### src/rtl/nn_pkg.sv
// Shared types and widths for the neuron datapath.
// Multiply-accumulate state encoding and operand/product/result widths.
package nn_pkg;

  localparam int unsigned OPER_W = 4;
  localparam int unsigned PROD_W = 8;
  localparam int unsigned OUT_W  = 8;

  typedef enum logic [1:0] {
    ACCUM = 2'd0,
    DRAIN = 2'd1,
    DONE  = 2'd2
  } state_t;

  // One (activation, weight) operand pair as presented on the input port.
  typedef struct packed {
    logic [OPER_W-1:0] x;
    logic [OPER_W-1:0] w;
  } pair_t;

endpackage

### src/rtl/multiplier_4bit.sv
// Combinational unsigned 4x4 -> 8 bit multiplier.
// Shared arithmetic primitive used by the neuron MAC stage.
module multiplier_4bit
  import nn_pkg::*;
(
  input  logic [OPER_W-1:0] a,
  input  logic [OPER_W-1:0] b,
  output logic [PROD_W-1:0] p
);

  assign p = PROD_W'(a) * PROD_W'(b);

endmodule

### src/rtl/neuron_mac_accumulator.sv
// One neuron's multiply-accumulate stage: streams NUM_INPUTS (x, w) pairs,
// sums their products and emits a shifted, saturated result plus a fire bit.
module neuron_mac_accumulator
  import nn_pkg::*;
#(
  parameter int unsigned NUM_INPUTS = 4,
  parameter int unsigned SHIFT      = 0,
  parameter int unsigned THRESHOLD  = 128
) (
  input  logic              clk,
  input  logic              rst,
  input  logic              in_valid,
  output logic              in_ready,
  input  logic [OPER_W-1:0] in_x,
  input  logic [OPER_W-1:0] in_w,
  output logic              out_valid,
  input  logic              out_ready,
  output logic [OUT_W-1:0]  out_data,
  output logic              out_fire,
  output logic              busy
);

  localparam int unsigned ACC_W = PROD_W + $clog2(NUM_INPUTS);
  localparam int unsigned CNT_W = $clog2(NUM_INPUTS);
  localparam logic [CNT_W-1:0] CNT_LAST = CNT_W'(NUM_INPUTS - 1);

  state_t            state;
  state_t            state_nxt;
  logic [CNT_W-1:0]  cnt;
  logic [PROD_W-1:0] prod;
  logic              prod_vld;
  logic [ACC_W-1:0]  acc;

  pair_t             pair_c;
  logic [PROD_W-1:0] prod_c;
  logic              xfer_c;
  logic              hs_c;
  logic              last_c;
  logic [ACC_W-1:0]  acc_sum_c;
  logic [ACC_W-1:0]  shifted_c;
  logic [OUT_W-1:0]  sat_c;
  logic              fire_c;

  assign pair_c = '{x: in_x, w: in_w};

  multiplier_4bit u_mult (
    .a (pair_c.x),
    .b (pair_c.w),
    .p (prod_c)
  );

  assign xfer_c = in_valid & in_ready;
  assign hs_c   = out_valid & out_ready;
  assign last_c = xfer_c && (cnt == CNT_LAST);

  // Stage 2 sum including the registered product still in flight.
  assign acc_sum_c = prod_vld ? (acc + ACC_W'(prod)) : acc;
  assign shifted_c = acc_sum_c >> SHIFT;
  assign sat_c     = (|shifted_c[ACC_W-1:OUT_W]) ? '1 : shifted_c[OUT_W-1:0];
  assign fire_c    = 32'(acc_sum_c) >= THRESHOLD;

  // Next-state logic.
  always_comb begin
    state_nxt = state;
    case (state)
      ACCUM:   if (last_c) state_nxt = DRAIN;
      DRAIN:   state_nxt = DONE;
      DONE:    if (hs_c) state_nxt = ACCUM;
      default: state_nxt = ACCUM;
    endcase
  end

  always_ff @(posedge clk) begin
    if (rst) begin
      state     <= ACCUM;
      in_ready  <= 1'b1;
      cnt       <= '0;
      prod      <= '0;
      prod_vld  <= 1'b0;
      acc       <= '0;
      out_valid <= 1'b0;
      out_data  <= '0;
      out_fire  <= 1'b0;
      busy      <= 1'b0;
    end else begin
      state    <= state_nxt;
      in_ready <= (state_nxt == ACCUM);

      prod_vld <= xfer_c;
      if (xfer_c) prod <= prod_c;

      if (last_c)      cnt <= '0;
      else if (xfer_c) cnt <= cnt + CNT_W'(1);

      if (hs_c) acc <= '0;
      else      acc <= acc_sum_c;

      // Result is captured as the final product lands, so it is valid on entry to DONE.
      if (state == DRAIN) begin
        out_valid <= 1'b1;
        out_data  <= sat_c;
        out_fire  <= fire_c;
      end else if (hs_c) begin
        out_valid <= 1'b0;
      end

      if (hs_c)        busy <= 1'b0;
      else if (xfer_c) busy <= 1'b1;
    end
  end

endmodule

### config.mk
export PLATFORM = sky130hd
export DESIGN_NAME = neuron_mac_accumulator
export DESIGN_NICKNAME = d
export VERILOG_FILES = /design/src/rtl/nn_pkg.sv /design/src/rtl/multiplier_4bit.sv /design/src/rtl/neuron_mac_accumulator.sv
export SDC_FILE = /design/constraint.sdc
export NUM_CORES = 1
export LEC_CHECK = 0
export ABC_AREA = 1
export CORE_UTILIZATION = 40
export CTS_CLUSTER_SIZE = 40
export DETAILED_ROUTE_END_ITERATION = 8
export SYNTH_ARGS = -nofsm -noshare
export SYNTH_HDL_FRONTEND = slang
export SYNTH_HIERARCHICAL = 1
export SYNTH_SLANG_ARGS = --single-unit
export TNS_END_PERCENT = 1
### constraint.sdc
create_clock -name clk -period 2.8 [get_ports clk]
set_input_delay 0.42 -clock clk [delete_from_list [all_inputs] [get_ports clk]]
set_output_delay 0.42 -clock clk [all_outputs]
set_load 0.05 [all_outputs]
# Word-level counts from Yosys, hierarchy flattened
# Index checks and enable logic that the tools add are counted.
# W data, S select, Z words.
# totals
register_bits	35
in_bits	12
elab_cells	33
rom_bits	0
out_inout_bits	12
ramBits	0
latchBits	0
n_memories	0
# op_classes
reduce_logical	7
addsub	2
n_bitwise	2
eq_ne	3
mul	1
muxes	7
n_div	0
n_lt_le_gt_ge	1
shifts	0
# ops
operator	n
$add A10 B8 Y10	1
$ge A10 B8 Y1 const B	1
$mux W10	1
$mul A4 B4 Y8	1
$mux W8	1
$pmux W2 S3	1
$reduce_or A2 Y1	3
$eq A2 B2 Y1 const B	2
$logic_not A2 Y1	2
$mux W2	2
$add A2 B1 Y2 const B	1
$and A1 B1 Y1	2
$eq A2 B1 Y1 const B	1
$mux W1	2
$reduce_bool A2 Y1	1
$logic_and A1 B1 Y1	1

# Depth between registers and ports, before layout
# Gate-level depths: netlist of the first run.
# depth
word_depth	5
mapped_depth	15
depth_no_buf	15

# Modules after synthesis
# Netlist of the first run, hierarchy kept.
# by_module_without_submodules
module	area_each_um2	seq_area_each_um2	n_inst	cells_each
neuron_mac_accumulator	1831.8	700.7	1	270
multiplier_4bit	462.9	0.0	1	70

# Least setup slack after synthesis of the first run
# No wires, ideal clock.
# synth_timing
path_kind	input to register
from	input port in_x[0]
to	register prod[6]
path_stages	10
arrival_ns	2.485
setup_ns	0.116
slack_ns	0.199
cell_sequence	nand2_1 -> fa_1 -> inv_1 -> fa_1 -> fa_1 -> nand3_1 -> nand2_1 -> xor2_1 -> o21ai_0 -> nor2_1
# synth_via
elab_chain_len	1
# synth_rtl
item	line	text
start: declaration	neuron_mac_accumulator.sv:14	input logic [OPER_W-1:0] in_x,
$mul A4 B4 Y8	multiplier_4bit.sv:11	assign p = PROD_W'(a) * PROD_W'(b);
net prod_c[6]	neuron_mac_accumulator.sv:35	logic [PROD_W-1:0] prod_c;
end signal: assignment	neuron_mac_accumulator.sv:90	if (xfer_c) prod <= prod_c;
end: declaration	neuron_mac_accumulator.sv:30	logic [PROD_W-1:0] prod;
# The timed path passes the listed nets, and every way through them passes these cells.
# A chain may end at the register's enable or synchronous reset.

# Worst setup path in the final report of the first run
# layout_timing
from	input port in_x[3]
to	register prod[7]
# Same word-level chain as after synthesis.

==> results.ini, run 1 <==
[yosys]
synthAdderAreaFrac = 0.158
netlist_top_cells_area = dfxtp_1 31%, nand2_1 16%, ha_1 11%
yosys_warnings = 6
syn_nets = 378
synth_area_per_cell_sq_um = 6.75
synth-seq-cells = 35
async_flop_share = 0
synth-simple-area-share = 0.340
ys_seq_area_frac = 0.305
synth_xor_area_frac = 0.0153
synth.top_cells.by_count = 98 x nand2_1, 53 x inv_1, 39 x nor2_1, 35 x dfxtp_1, 21 x ha_1
syn_area_sq_mm = 0.00229
synth_top_family_by_area = simple AND/OR/NAND/NOR gates
netlist_instances = 340
yosysMostFrequentCell = nand2_1
synth_edf_count = 0
synth_top_flop_cell = dfxtp_1
synth_compound_area_frac = 0.0763
synth_top_area_share = 0.305
yosysUniqueCellTypes = 29
yosysTopAreaCell = dfxtp_1
muxShareOfSynthArea = 0

[floorplanning]
dieArea_sq_mm = 0.00604
coreArea_sq_mm = 0.00551
die_x_um = 77.7
io_pins = 24
placementRows = 27
fp.dieH_um = 77.7
initial_core_util = 0.417

[grt]
grt_pass1_vias = 2038
antenna_found_initial = 0
grt_usage = 0.180
grt_start_max_net_pins = 21
grt_pass1_wl_mm = 8.70
overflow = 0

[route]
wire_per_inst_um = 10.4
ant_nets = 0
drt_wl_total_mm = 4.71
vias = 2056
first_iter_violations = 77
via_per_inst = 4.56
drt_first_pass_iters = 4
drc = 0

[sta]
finalSetupTns_ps = 0
layout_worst_path_cycle_share = 0.897
finalHoldViolations = 0
finalCriticalPeriod_ps = 2510
finalSetupViolCount = 0
grt_setup_unrepaired = false
fin_skew_ps = 5.86
worst_pin_slew_ps = 509
slew_headroom = 0.660
worst_slack_ps = 290
report.final.slew_viol_count = 0
max_freq_ghz = 0.398

[final_layout]
finalCoreUtilization = 0.516
insertedDiodeCount = 0
nets = 416
drive_above_1_share = 0.108
fill_cells = 580
final-instance-count-excl-fill = 451
area_delta_synth_final_pct = 23.9
final-seq-area_sq_um = 701
multi_input_area_sq_mm = 0.00138

[clocking]
cts_buffer_depth = 2
cts_buffers = 5
cts_sinks = 35
htree_levels = 2
post-cts-setup-buffers = 0
clk_latency_ps = 290
path_clk_slew_ps = 70
tritoncts = done
cts_root_buffer = clkbuf_8

[placed_design]
io_buffers = 23
dp.cells = 443
gp_congestion = 0.810
pre_cts_ws_ps = -394
dp_hpwl_mm = 3.78

[min_path]
worstHoldPathType = flop to flop

[critical_path]
path_max_fanout = 5
worstSetupPathType = primary input to flop
critPathArrivalTime_ps = 2700
worstSetupEndpointType = flop
critPathLaunchType = primary input
cp.required_ps = 2990

[power]
powerDensity_mw_per_mm2 = 454
ir_worst_vdd_uv = 242
p_leak_nw = 1.59

[job]
maxCapViolations = 0

[run_status]
status = complete, no violations

[critical path, stage by stage]
cell	delay [ps]
clkdlybuf4s50_1	480
nand2_1	50
inv_1	60
fa_1	420
ha_1	310
ha_1	360
nand2_1	110
nand2_1	60
nand2_1	90
nand3_2	70
nand2_1	60
nand2_1	50
o21ai_1	110
nor2_1	50
[registers in the layout, indices dropped and copies added, names as in the netlist]
signal / cells
acc: 10
out_data: 8
prod: 8
cnt: 2
state: 2
busy: 1
in_ready: 1
out_fire: 1
out_valid: 1
prod_vld: 1
[cell type report]
class | count | share of cell area
Tap cell | 72 | 0.0317
Inverter | 58 | 0.0766
Multi-Input combinational cell | 242 | 0.484
Sequential cell | 35 | 0.246
Clock inverter | 2 | 0.0123
Timing Repair Buffer | 36 | 0.121
Clock buffer | 6 | 0.0290
[worst paths after layout]
| kind | startpoint | to | slack [ps] | depth (start not counted) |
|---|---|---|---|---|
| worst max-delay path | in_x[3] | prod[7] | 290 | 14 |
| worst min-delay path | state[0] | state[0] | 430 | 1 |
| worst max register to register | prod[0] | out_data[4] | 760 | 15 |
| worst min register to register | state[0] | state[0] | 430 | 1 |
[report_power, final]
part           total, mW  switching (mW)  internal, mW
logic              0.277           0.158         0.120
registers          0.539          0.0155         0.523
clock network      0.476           0.188         0.288
[layout by cell type, fill, tap and decap left out, types with 2 or more instances in the layout]
master	count
a21oi_1	16
buf_4	13
clkbuf_8	6
clkdlybuf4s50_1	17
clkinv_1	2
dfxtp_1	35
dlymetal6s2s_1	6
fa_1	3
fa_2	2
ha_1	20
inv_1	53
inv_2	3
nand2_1	96
nand2_2	8
nand3_1	18
nand3_2	2
nand3b_1	2
nand4_1	7
nor2_1	39
o21ai_0	13
o21ai_1	3
xor2_1	4
[cell families after synthesis]
logic type               after synthesis
XOR/XNOR                               4
AND/OR/NAND/NOR                      178
flip-flops                            35
adder cells (fa/ha/maj)               26
buffers and inverters                 63
AO/OA/AOI/OAI                         34
[what timing repair did]
action | 4_1_cts | 5_1_grt
hold buffers | 0 | 0
endpoints found under the setup margin | 3 | 4
pin swaps | 1 | 3
gates resized for setup | 1 | 12
[metal layers]
layer	global-route usage	routed length, um
met1	0.240	2420
met2	0.291	2120
met3	0.0318	99
met4	0.0623	69
met5	0	0
[through the flow]
| stage | area, sq um | power [mW] | hold WS, ps |
|---|---|---|---|
| global placement | 2690 | 0.820 | 423 |
| detailed placement | 2690 | 0.823 | 423 |
| floorplan | 2290 | 0.732 | 409 |
| CTS | 2810 | 1.30 | 434 |
| global route | 2840 | 1.37 | 457 |
| finish | 2840 | 1.29 | 430 |
No activity file was read; power rests on OpenSTA's default activity.
==> run 2, diff against run 1 <==
--- a/config.mk
+++ b/config.mk
@@ -9,6 +9,7 @@
 export CORE_UTILIZATION = 40
 export CTS_CLUSTER_SIZE = 40
 export DETAILED_ROUTE_END_ITERATION = 8
+export SETUP_SLACK_MARGIN = 0.05
 export SYNTH_ARGS = -nofsm -noshare
 export SYNTH_HDL_FRONTEND = slang
 export SYNTH_HIERARCHICAL = 1
==> results of run 2 <==
The final DEF is identical to that of run 1; final timing and power are the same.
Main changes from that run: number of gates resized after CTS 1 -> 3; via count of the first global-routing pass 2038 -> 2042
==> run 3, diff against run 2 <==
--- a/config.mk
+++ b/config.mk
@@ -9,7 +9,7 @@
 export CORE_UTILIZATION = 40
 export CTS_CLUSTER_SIZE = 40
 export DETAILED_ROUTE_END_ITERATION = 8
-export SETUP_SLACK_MARGIN = 0.05
+export SETUP_SLACK_MARGIN = 0.5
 export SYNTH_ARGS = -nofsm -noshare
 export SYNTH_HDL_FRONTEND = slang
 export SYNTH_HIERARCHICAL = 1
==> results.ini, run 3 (synthesis results as in run 1) <==
[critical_path]
cpMaxStageDelayCell = fa_2
path_max_fanout = 3  ; -2
cp.required_ps = 2980  ; about the same
r2r_setup_slack_ps = 770  ; about the same
worstSetupPathType = primary input to flop
worstRegToRegCells = 15  ; unchanged
critPathLaunchType = primary input
worstSetupEndpointType = flop
critPathArrivalTime_ps = 2390  ; -310 ps
slowest_delay_ps = 410  ; -70 ps
path_cells = buf_2 > buf_4 > nand2_1 > inv_1 > ha_1 > ha_1 > ha_2 > fa_2 > nand3_2 > nand2_1 > xor2_1 > o21ai_1 > nor2_1

[floorplanning]
io_pins = 24  ; unchanged
placementRows = 27  ; unchanged
coreArea_sq_mm = 0.00551  ; unchanged
fp.dieH_um = 77.7  ; unchanged
initial_core_util = 0.417  ; unchanged
dieArea_sq_mm = 0.00604  ; unchanged
die_x_um = 77.7  ; unchanged

[sta]
worst_pin_slew_ps = 502  ; -6.97 ps
finalSetupTns_ps = 0  ; unchanged
finalCriticalPeriod_ps = 2210  ; -303 ps
finalHoldViolations = 0  ; unchanged
layout_worst_path_cycle_share = 0.788  ; -0.108
slew_headroom = 0.664  ; +0.00466
finalSetupViolCount = 0  ; unchanged
holdWs_ps = 434  ; +3.98 ps
grt_setup_unrepaired = true
fin_skew_ps = 10.1  ; +4.19 ps
max_freq_ghz = 0.453  ; +14%
report.final.slew_viol_count = 0  ; unchanged

[grt]
grt_start_max_net_pins = 21  ; unchanged
grt_usage = 0.179  ; -0.00118
grt_pass1_vias = 1996
antenna_found_initial = 0  ; unchanged
grt_pass1_wl_mm = 8.51  ; -2.1%
overflow = 0  ; unchanged

[route]
drt_first_pass_iters = 4  ; unchanged
first_iter_violations = 79  ; +2.6%
via_per_inst = 4.66  ; +2.1%
topRoutingLayerUsed = met4
ant_nets = 0  ; unchanged
drc = 0  ; unchanged
wl_met3_um = 129  ; +30%
met1_length_mm = 2.40  ; -0.66%
met2_wirelength_mm = 2.11  ; -0.89%
wire_per_inst_um = 10.4  ; -0.74%
drt_wl_total_mm = 4.70  ; -0.30%
vias = 2109  ; +2.6%

[clocking]
cts_hold_buf = 0  ; unchanged
cts_buffers = 5  ; unchanged
cts_buffer_depth = 2  ; unchanged
clk_latency_ps = 290  ; about the same
htree_levels = 2  ; unchanged
cts_sinks = 35  ; unchanged
cts_root_buffer = clkbuf_8
tritoncts = done
path_clk_slew_ps = 80  ; about the same

[power]
p_leak_nw = 1.56  ; -1.7%
powerDensity_mw_per_mm2 = 447  ; -1.6%
ir_worst_vdd_uv = 360  ; +49%

[final_layout]
drive_above_1_share = 0.157  ; +0.0493
mostFrequentLayoutCells = 91 x nand2_1, 53 x inv_1, 38 x nor2_1
regMostFlops = acc
area_delta_synth_final_pct = 27.0
reg_top3 = acc: 10 flops, out_data: 8 flops, prod: 8 flops
insertedDiodeCount = 0  ; unchanged
final-instance-count-excl-fill = 453  ; +0.44%
largest_reg_flops = 10  ; unchanged
finalCoreUtilization = 0.529  ; +0.0130
final_cell_area_sq_mm = 0.00292  ; +2.5%
fill_cells = 564  ; -2.8%
nets = 418  ; +0.48%
layout_commonest_cell = nand2_1

[job]
maxCapViolations = 0  ; unchanged

[run_status]
status = complete, no violations

[placed_design]
dp.cells = 444  ; +0.23%
gp_congestion = 0.843  ; +4.1%
placed_area_sq_mm = 0.00272  ; +1.2%
io_buffers = 23  ; unchanged
dp_hpwl_mm = 3.80  ; +0.57%

[min_path]
whs_path_depth = 1  ; unchanged
worstHoldPathType = flop to flop

==> run 3: changes by cell type in the layout (fill, tap and decap cells not counted), moves of 2 or more <==
| cell | change |
|---|---|
| ha_4 | +3 |
| buf_4 | +4 |
| buf_8 | +2 |
| nand2_2 | +4 |
| nand2_1 | -5 |
| dlymetal6s2s_1 | -5 |
| ha_1 | -4 |
| clkdlybuf4s50_1 | -2 |
==> run 3: timing repair <==
item                       CTS  global route
gates cloned                 0             0
pin swaps                   15             7
setup endpoints to repair    5             4
resized for setup           39             9
setup buffers                1             0
==> run 3: cell type report <==
type / instances / area, sq um / area share
well taps: 72 / 90.1 / 0.0309
repair buffers: 38 / 345 / 0.118
clock inverters: 3 / 43.8 / 0.0150
multi-input cells: 242 / 1450 / 0.497
clock buffers: 5 / 68.8 / 0.0236
inverters: 58 / 218 / 0.0747
flip-flops and latches: 35 / 701 / 0.240
==> run 3: metal layers <==
layer | up-vias | GRT usage
li1 | 1142 | -
met1 | 941 | 0.223
met2 | 21 | 0.300
met3 | 5 | 0.0388
met4 | 0 | 0.0679
met5 | - | 0
==> run 3: worst max-delay path: cells and delay by family <==
kind / cells / cell delay (ps)
xor+xnor: 1 / 140
simple gates: 4 / 240
fa+ha+maj: 4 / 1200
compound gates: 1 / 110
buf+inv: 3 / 280
==> run 3: through the flow <==
step / setup slack (ps) / total power [mW]
after global placement: -282 / 0.825
after global routing: 484 / 1.39
after detailed placement: -318 / 0.830
after CTS: 490 / 1.31
final: 592 / 1.30
after floorplan: 426 / 0.736
==> run 3: final timing paths <==
kind	from	end
worst max-delay path	in_x[0]	prod[6]
worst max register to register	prod[0]	out_data[4]
worst min register to register	state[0]	state[0]
worst min-delay path	state[0]	state[0]
==> run 3: where the power goes <==
part / internal, mW / switching [mW] / total (mW) / leakage, nW
Clock: 0.265 / 0.190 / 0.455 / 0.0581
Sequential: 0.523 / 0.0150 / 0.538 / 0.286
Combinational: 0.140 / 0.170 / 0.310 / 1.22
